`src/rtl/vc_sync_fifo.sv`:
```
// vc_sync_fifo: single-clock FIFO holding NUM_VC independent virtual-channel queues,
// registered read with valid strobe; sticky drop capture when VC_FIFO_ERR_EN is defined.
module vc_sync_fifo #(
  parameter int DATA_WIDTH  = 32,
  parameter int DEPTH       = 4,
  parameter int NUM_VC      = 2,
  parameter int AFULL_LEVEL = 3,
  localparam int VC_W       = (NUM_VC > 1) ? $clog2(NUM_VC) : 1,
  localparam int CNT_W      = $clog2(DEPTH + 1)
) (
  input  logic                  clk,
  input  logic                  reset,
  input  logic                  write_inc,
  input  logic [VC_W-1:0]       write_vc,
  input  logic [DATA_WIDTH-1:0] data_in,
  input  logic                  read_inc,
  input  logic [VC_W-1:0]       read_vc,
  output logic [DATA_WIDTH-1:0] data_out,
  output logic                  read_valid,
  output logic [NUM_VC-1:0]     write_full,
  output logic [NUM_VC-1:0]     write_almost_full,
  output logic [NUM_VC-1:0]     read_empty
`ifdef VC_FIFO_ERR_EN
  ,
  input  logic                  err_clear,
  output logic [NUM_VC-1:0]     write_overflow,
  output logic [NUM_VC-1:0]     read_underflow
`endif
);

  localparam int PTR_W  = $clog2(DEPTH);
  localparam int ADDR_W = VC_W + PTR_W;

  logic [DATA_WIDTH-1:0]   mem_q [NUM_VC*DEPTH];
  logic [NUM_VC*PTR_W-1:0] wptr_all;
  logic [NUM_VC*PTR_W-1:0] rptr_all;
  logic [PTR_W-1:0]        wptr_sel;
  logic [PTR_W-1:0]        rptr_sel;
  logic                    wr_full_sel;
  logic                    rd_empty_sel;
  logic                    wr_in_range;
  logic                    rd_in_range;
  logic                    wr_acc;
  logic                    rd_acc;
  logic [ADDR_W-1:0]       waddr;
  logic [ADDR_W-1:0]       raddr;
  logic [DATA_WIDTH-1:0]   data_out_q;
  logic                    read_valid_q;

  // Out-of-range VCs match nothing and therefore look full/empty.
  always_comb begin
    wptr_sel     = '0;
    rptr_sel     = '0;
    wr_full_sel  = 1'b1;
    rd_empty_sel = 1'b1;
    for (int v = 0; v < NUM_VC; v++) begin
      if (write_vc == VC_W'(v)) begin
        wptr_sel    = wptr_all[v*PTR_W +: PTR_W];
        wr_full_sel = write_full[v];
      end
      if (read_vc == VC_W'(v)) begin
        rptr_sel     = rptr_all[v*PTR_W +: PTR_W];
        rd_empty_sel = read_empty[v];
      end
    end
  end

  assign wr_in_range = 32'(write_vc) < NUM_VC;
  assign rd_in_range = 32'(read_vc) < NUM_VC;
  assign wr_acc      = write_inc && wr_in_range && !wr_full_sel;
  assign rd_acc      = read_inc && rd_in_range && !rd_empty_sel;
  assign waddr       = {write_vc, wptr_sel};
  assign raddr       = {read_vc, rptr_sel};

  always_ff @(posedge clk) begin
    if (wr_acc) mem_q[waddr] <= data_in;
  end

  always_ff @(posedge clk or negedge reset) begin
    if (!reset) begin
      data_out_q   <= '0;
      read_valid_q <= 1'b0;
    end else begin
      read_valid_q <= rd_acc;
      if (rd_acc) data_out_q <= mem_q[raddr];
    end
  end

  assign data_out   = data_out_q;
  assign read_valid = read_valid_q;

  for (genvar gi = 0; gi < NUM_VC; gi++) begin : g_vc
    logic [PTR_W-1:0] wptr_q;
    logic [PTR_W-1:0] rptr_q;
    logic [CNT_W-1:0] count_q;
    logic [CNT_W-1:0] count_d;
    logic             push;
    logic             pop;

    assign push = wr_acc && (write_vc == VC_W'(gi));
    assign pop  = rd_acc && (read_vc == VC_W'(gi));

    always_comb begin
      count_d = count_q;
      if (push && !pop)      count_d = count_q + CNT_W'(1);
      else if (pop && !push) count_d = count_q - CNT_W'(1);
    end

    always_ff @(posedge clk or negedge reset) begin
      if (!reset) begin
        wptr_q  <= '0;
        rptr_q  <= '0;
        count_q <= '0;
      end else begin
        if (push) wptr_q <= wptr_q + PTR_W'(1);
        if (pop)  rptr_q <= rptr_q + PTR_W'(1);
        count_q <= count_d;
      end
    end

    assign wptr_all[gi*PTR_W +: PTR_W] = wptr_q;
    assign rptr_all[gi*PTR_W +: PTR_W] = rptr_q;
    assign write_full[gi]              = (count_q == CNT_W'(DEPTH));
    assign write_almost_full[gi]       = (count_q >= CNT_W'(AFULL_LEVEL));
    assign read_empty[gi]              = (count_q == '0);
  end

`ifdef VC_FIFO_ERR_EN
  logic [NUM_VC-1:0] ovf_q, ovf_d;
  logic [NUM_VC-1:0] unf_q, unf_d;

  // A new drop in the same cycle as err_clear wins over the clear.
  always_comb begin
    ovf_d = err_clear ? '0 : ovf_q;
    unf_d = err_clear ? '0 : unf_q;
    for (int v = 0; v < NUM_VC; v++) begin
      if (write_inc && (write_vc == VC_W'(v)) && write_full[v]) ovf_d[v] = 1'b1;
      if (read_inc && (read_vc == VC_W'(v)) && read_empty[v])   unf_d[v] = 1'b1;
    end
  end

  always_ff @(posedge clk or negedge reset) begin
    if (!reset) begin
      ovf_q <= '0;
      unf_q <= '0;
    end else begin
      ovf_q <= ovf_d;
      unf_q <= unf_d;
    end
  end

  assign write_overflow = ovf_q;
  assign read_underflow = unf_q;
`else
  // Without capture, dropped requests leave no trace.
`endif

endmodule

```
`config.mk`:
```
export PLATFORM = sky130hd
export DESIGN_NAME = vc_sync_fifo
export DESIGN_NICKNAME = d
export VERILOG_FILES = /design/src/rtl/vc_sync_fifo.sv
export SDC_FILE = /design/constraint.sdc
export NUM_CORES = 1
export LEC_CHECK = 0
export ABC_AREA = 1
export ABC_CLOCK_PERIOD_IN_PS = 3550
export CORE_ASPECT_RATIO = 2
export CORE_MARGIN = 2
export CORE_UTILIZATION = 55
export CTS_BUF_LIST = sky130_fd_sc_hd__clkbuf_8
export DETAILED_ROUTE_END_ITERATION = 6
export PLACE_DENSITY = 0.78
export SLEW_MARGIN = 15
export SYNTH_ARGS = -nofsm -noshare
export SYNTH_HDL_FRONTEND = slang
export SYNTH_SLANG_ARGS = --single-unit
```
`constraint.sdc`:
```
create_clock -name clk -period 3.55 [get_ports clk]
set_clock_uncertainty 0.15 [all_clocks]
set_input_delay 0.355 -clock clk [delete_from_list [all_inputs] [get_ports clk]]
set_output_delay 0.355 -clock clk [all_outputs]
set_load 0.03 [all_outputs]
```
======== Word-level counts from Yosys, hierarchy flattened ========
Memories as Yosys holds them, arrays and structs flattened. A register that Yosys moved wholly into a read port is not among the register bits.
Cells that the tools add are included.
word-level totals
  memories kept ........................... 1
  bits in writable memories ............... 256
  output and inout port bits .............. 39
  flip-flop bits (word level) ............. 15
operators by class
  mux-type cells .......................... 10
  reduce and logical (&&, ||, !) cells .... 21
  add/subtract/negate cells ............... 8
  bitwise logic cells ..................... 2
  magnitude comparators ................... 2
  eq/ne operators ......................... 2
memories
  name   depth  width  rd ports  clocked after Yosys merged registers in  wr ports  RTL line  source
  mem_q  8      32     1         1                                        1         34        logic [DATA_WIDTH-1:0] mem_q [NUM_VC*DEPTH];
operators with widths
  kind                                                                    number
  3-bit 2-to-1 mux                                                        4
  1-bit logical AND                                                       10
  2-bit by 1-bit adder with 2-bit output (second input constant)          4
  1-bit logical NOT                                                       7
  3-bit by 1-bit adder with 3-bit output (second input constant)          2
  3-bit equality test (second input constant)                             2
  3-bit by 2-bit >= comparator with 1-bit output (second input constant)  2
  3-bit logical NOT                                                       2
  3-bit by 1-bit subtractor with 3-bit output (second input constant)     2
  1-bit 2-to-1 mux                                                        4
  2-bit 2-to-1 mux                                                        2
  2-bit nonzero test                                                      2
  1-bit NOT                                                               2

======== Depth between registers and ports, before layout ========
  word-level depth ........................ 9
  depth in mapped cells ................... 12
  mapped depth without buffers ............ 12

======== Worst setup path after synthesis ========
OpenSTA, ideal clock, no wires.
  kind .................................... register -> register
  start point ............................. register g_vc[0].count_q[0]
  end point ............................... memory mem_q[5][0], enable pin
  arrival time ............................ 3115 ps
  stages on the path, launching flop included .. 7
  path slack .............................. -176 ps
  data required time ...................... 2939 ps
  path buffers ............................ 0
  library setup time ...................... 461 ps
  cells stage by stage .................... dfrtp_1 -> inv_1 -> nand3_1 -> nor2_1 -> nor2_1 -> nand2_1 -> nor3_1
between the ends
  word-level cells in the longest chain between the ends .. 6
RTL lines
  what                                    RTL line  source
  start, declared                         95        logic [CNT_W-1:0] count_q;
  start signal, assigned                  117       count_q <= count_d;
  3-bit equality test                     123       assign write_full[gi] = (count_q == CNT_W'(DEPTH));
  1-bit 2-to-1 mux                        57        if (write_vc == VC_W'(v)) begin
  1-bit logical NOT                       70        assign wr_acc = write_inc && wr_in_range && !wr_full_sel;
  1-bit logical AND                       70
  1-bit 2-to-1 mux                        76        if (wr_acc) mem_q[waddr] <= data_in;
  1-bit 2-to-1 mux (not written as such)  76
  end, declared                           34
No other way between the ends.

======== Final worst setup path ========
  start point ............................. register g_vc[0].count_q[0]
  end point ............................... register g_vc[1].count_q[2]
between the ends
  word-level cells in the longest chain between the ends .. 8
RTL lines
  what                          RTL line  source
  3-bit equality test *         123
  1-bit 2-to-1 mux *            57
  1-bit logical NOT *           70
  1-bit logical AND *           70
  1-bit logical AND *           100       assign push = wr_acc && (write_vc == VC_W'(gi));
  net g_vc[1].push              97        logic push;
  1-bit logical NOT             106       else if (pop && !push) count_d = count_q - CNT_W'(1);
  1-bit logical AND             106
  2-bit nonzero test (no line)  n/a
  end signal, assigned          117
  end, declared                 95
The timed path passes the listed nets; every way through them passes the cells marked *.
A chain may end at the register's enable or synchronous reset.

==> flow_metrics.env <==
export IMPL_status="completed"
export IMPL_drive_gt1_share_pct=7.231
export IMPL_top_usage_layer="met2"
export IMPL_clockBufferDepth=3
export IMPL_ys_seq_elements=303
export IMPL_holdWs_ns=0.3530
export IMPL_cts_made_buffers=40
export IMPL_finalCritPeriodShare_pct=72.21
export IMPL_synth_ff_type="edfxtp_1"
export IMPL_die_area_um2=24840
export IMPL_core_area_um2=23230
export IMPL_rsz0062_at_grt="no"
export IMPL_gp_congestion=0.8535
export IMPL_maxCapViolCount=0
export IMPL_start_util_pct=55.69
export IMPL_syn_area_per_cell_um2=10.83
export IMPL_fin_ws_ns=0.9864
export IMPL_row_count=79
export IMPL_postCtsSetupBuffers=0
export IMPL_synth_top_cell_area_share_pct=59.43
export IMPL_synth_fp_nets=1236
export IMPL_ys_seq_area_share_pct=68.52
export IMPL_synthCells=1194
export IMPL_die_h_um=220.9
export IMPL_slew_violations=0
export IMPL_grt_util_met3_pct=3.725
export IMPL_end_kind="register"
export IMPL_wl_um=28360
export IMPL_gr_usage_met1_pct=28.09
export IMPL_hold_violations=0
export IMPL_num_io_pins=77
export IMPL_cpPeakStageDelay_ns=0.42
export IMPL_cp_buffers_inverters=3
export IMPL_async_flop_share_pct=15.51
export IMPL_fin_nets=1312
export IMPL_synth_area_um2=12930
export IMPL_cts_tree="done"
export IMPL_relSlewSlack_pct=29.84
export IMPL_grt_max_degree=129
export IMPL_vdd_ir_drop_worst_v=0.0007653
export IMPL_drt_initial_drc_count=722
export IMPL_yosysWarnings=0
export IMPL_via_per_inst=5.526
export IMPL_ant_nets=0
export IMPL_cts_max_level=2
export IMPL_antennaDiodeCount=0
export IMPL_place_ws_ns=0.6511
export IMPL_powerDensity_nw_per_um2=732.1
export IMPL_setup_violations=0
export IMPL_dr_pass1_iters=5
export IMPL_path_delay_family="simple AND/OR/NAND/NOR gates"
export IMPL_port_buffers=76
export IMPL_worstReg2RegStart="g_vc[0].count_q[0]"
export IMPL_yosys_top_cells_area="edfxtp_1 59%, nand3_1 11%, dfrtp_1 9.1%"
export IMPL_dr_total_vias=8747
export IMPL_grt_use_met2_pct=41.62
export IMPL_area_delta_synth_final_pct=14.64
export IMPL_clock_sinks=303
export IMPL_hold_path_class="register to register"
export IMPL_clkLatencyLatePin_ns=0.54
export IMPL_min_period_ns=2.564
export IMPL_yosysTopAreaCell="edfxtp_1"
export IMPL_grt_pass1_vias=8898
export IMPL_required_ns=3.81
export IMPL_grt_pass1_wl_um=45260
export IMPL_final_util_pct=63.84
export IMPL_max_freq_mhz=390.1
export IMPL_cpMostUsedCell="inv_1"
export IMPL_avgRoutedWirePerCell_um=17.91
export IMPL_worstMarginPinSlew_ns=1.048
export IMPL_critical_path_arrival_ns=2.82
export IMPL_cp_max_fo=4
export IMPL_crit_path_start="g_vc[0].count_q[0]"
export IMPL_synth_edf_count=256
export IMPL_clk_pin_slew_ns=0.07
export IMPL_synth_cell_types=24
export IMPL_remaining_drc_errors=0
export IMPL_worstPathCellList="inv_1 -> nand3_1 -> nor2_1 -> nor2_1 -> nand2_1 -> inv_1 -> ha_1 -> inv_1 -> fa_1 -> a21oi_1 -> o21ai_0 -> xor2_1"
export IMPL_hp_start="data_out[28]"
export IMPL_antenna_found_initial=1
export IMPL_crit_path_start_kind="register"
export IMPL_root_buffer="clkbuf_8"
export IMPL_path_class="register to register"
export IMPL_p_leak_uw=0.006271
export IMPL_overflow=0
export IMPL_dp_hpwl_um=15120
export IMPL_grt_total_usage_pct=23.34
export IMPL_fp_dieW_um=112.4
export IMPL_crit_slowest_cell="dfrtp_1"
-- final timing paths --
| path | to | slack [ns] | cells past startpoint |
|---|---|---|---|
| max | g_vc[1].count_q[2] | 0.99 | 12 |
| min | data_out[28] | 0.35 | 2 |
| max reg2reg | g_vc[1].count_q[2] | 0.99 | 12 |
| min reg2reg | data_out[28] | 0.35 | 2 |
| max in group asynchronous | data_out[25] | 2.01 | 3 |
| min in group asynchronous | data_out[17] | 0.38 | 2 |
-- registers in the layout, indices dropped and copies added (netlist names) --
| register | cells |
|---|---|
| read_valid | 1 |
| data_out | 32 |
| g_vc.count_q | 6 |
| g_vc.rptr_q | 4 |
| mem_q | 256 |
| g_vc.wptr_q | 4 |
-- cells in the mapped netlist (5+ instances only) --
| master | n |
|---|---|
| nand2_1 | 278 |
| nand3b_1 | 32 |
| nand3_1 | 279 |
| nor2_1 | 8 |
| buf_4 | 6 |
| buf_6 | 6 |
| xnor2_1 | 5 |
| inv_1 | 195 |
| xor2_1 | 6 |
| edfxtp_1 | 256 |
| clkbuf_1 | 12 |
| o21ai_0 | 6 |
| dfrtp_1 | 47 |
| buf_1 | 5 |
| buf_2 | 34 |
| nor3_1 | 6 |
-- cells in the final DEF, fill, tap and decap left out, types with 5 or more instances in the layout --
cell type and count:
nand3_1 279, nand2_1 276, edfxtp_1 256, inv_1 202
clkdlybuf4s50_1 75, dfrtp_1 47, clkbuf_8 46, nand3b_1 32
buf_4 15, clkinv_2 8, o21ai_0 6, xor2_1 6
clkinv_1 6, nor2_1 5, xnor2_1 5, buf_12 5
-- repair_timing --
item                                    CTS  global route
gates resized for setup                   0             0
endpoints found under the hold margin    33             0
hold buffers                              1             0
endpoints found under the setup margin    0             0
-- where the power goes --
group	total, uW	internal [uW]	switching, uW
clock network	2650	1410	1240
registers	4740	4440	293
logic	3470	1180	2290
total	10900	7030	3820
-- final cells by class --
type	count	area, um2
multi-input cells	632	3070
inverters	196	735.7
clock inverters	26	193.9
clock buffers	46	633.1
repair buffers	97	978.4
fillers	1684	8399
well taps	283	354.1
flip-flops and latches	303	8864
-- per-layer routing --
layer  up-vias  part of all wire [%]
li1       4110                     -
met1      4244                    37
met2       322                    54
met3        69                   6.2
met4         2                   3.2
met5         -                 0.053
-- stage by stage --
step	area (um2)	setup TNS (ns)	instances	power, uW
final	14830	0	1583	10860
after global placement	13990	0	1510	8166
after global routing	14830	0	1583	11440
after floorplan	12940	-14.09	1194	7096
after detailed placement	13990	0	1510	8271
after CTS	14830	0	1583	10910
-- kinds of logic (layout without fill, tap and decap cells) --
| kind of cell | Yosys count | count (layout) | share of synthesized area, % |
|---|---|---|---|
| flops | 303 | 303 | 68.52 |
| compound gates | 12 | 12 | 0.5804 |
| simple gates | 605 | 605 | 21.28 |
| buf+inv | 259 | 365 | 8.367 |
| fa+ha+maj | 4 | 4 | 0.5030 |
| xor+xnor | 11 | 11 | 0.7448 |
-- worst register-to-register path: cells and delay by family (launching register included) --
kind / cells / cell delay, ns
AND/OR/NAND/NOR: 4 / 0.64
AO/OA/AOI/OAI: 2 / 0.28
adder cells (fa/ha/maj): 2 / 0.52
XOR/XNOR: 1 / 0.16
buffers and inverters: 3 / 0.27
flip-flops: 1 / 0.42
(Power assumes the default switching activity.)
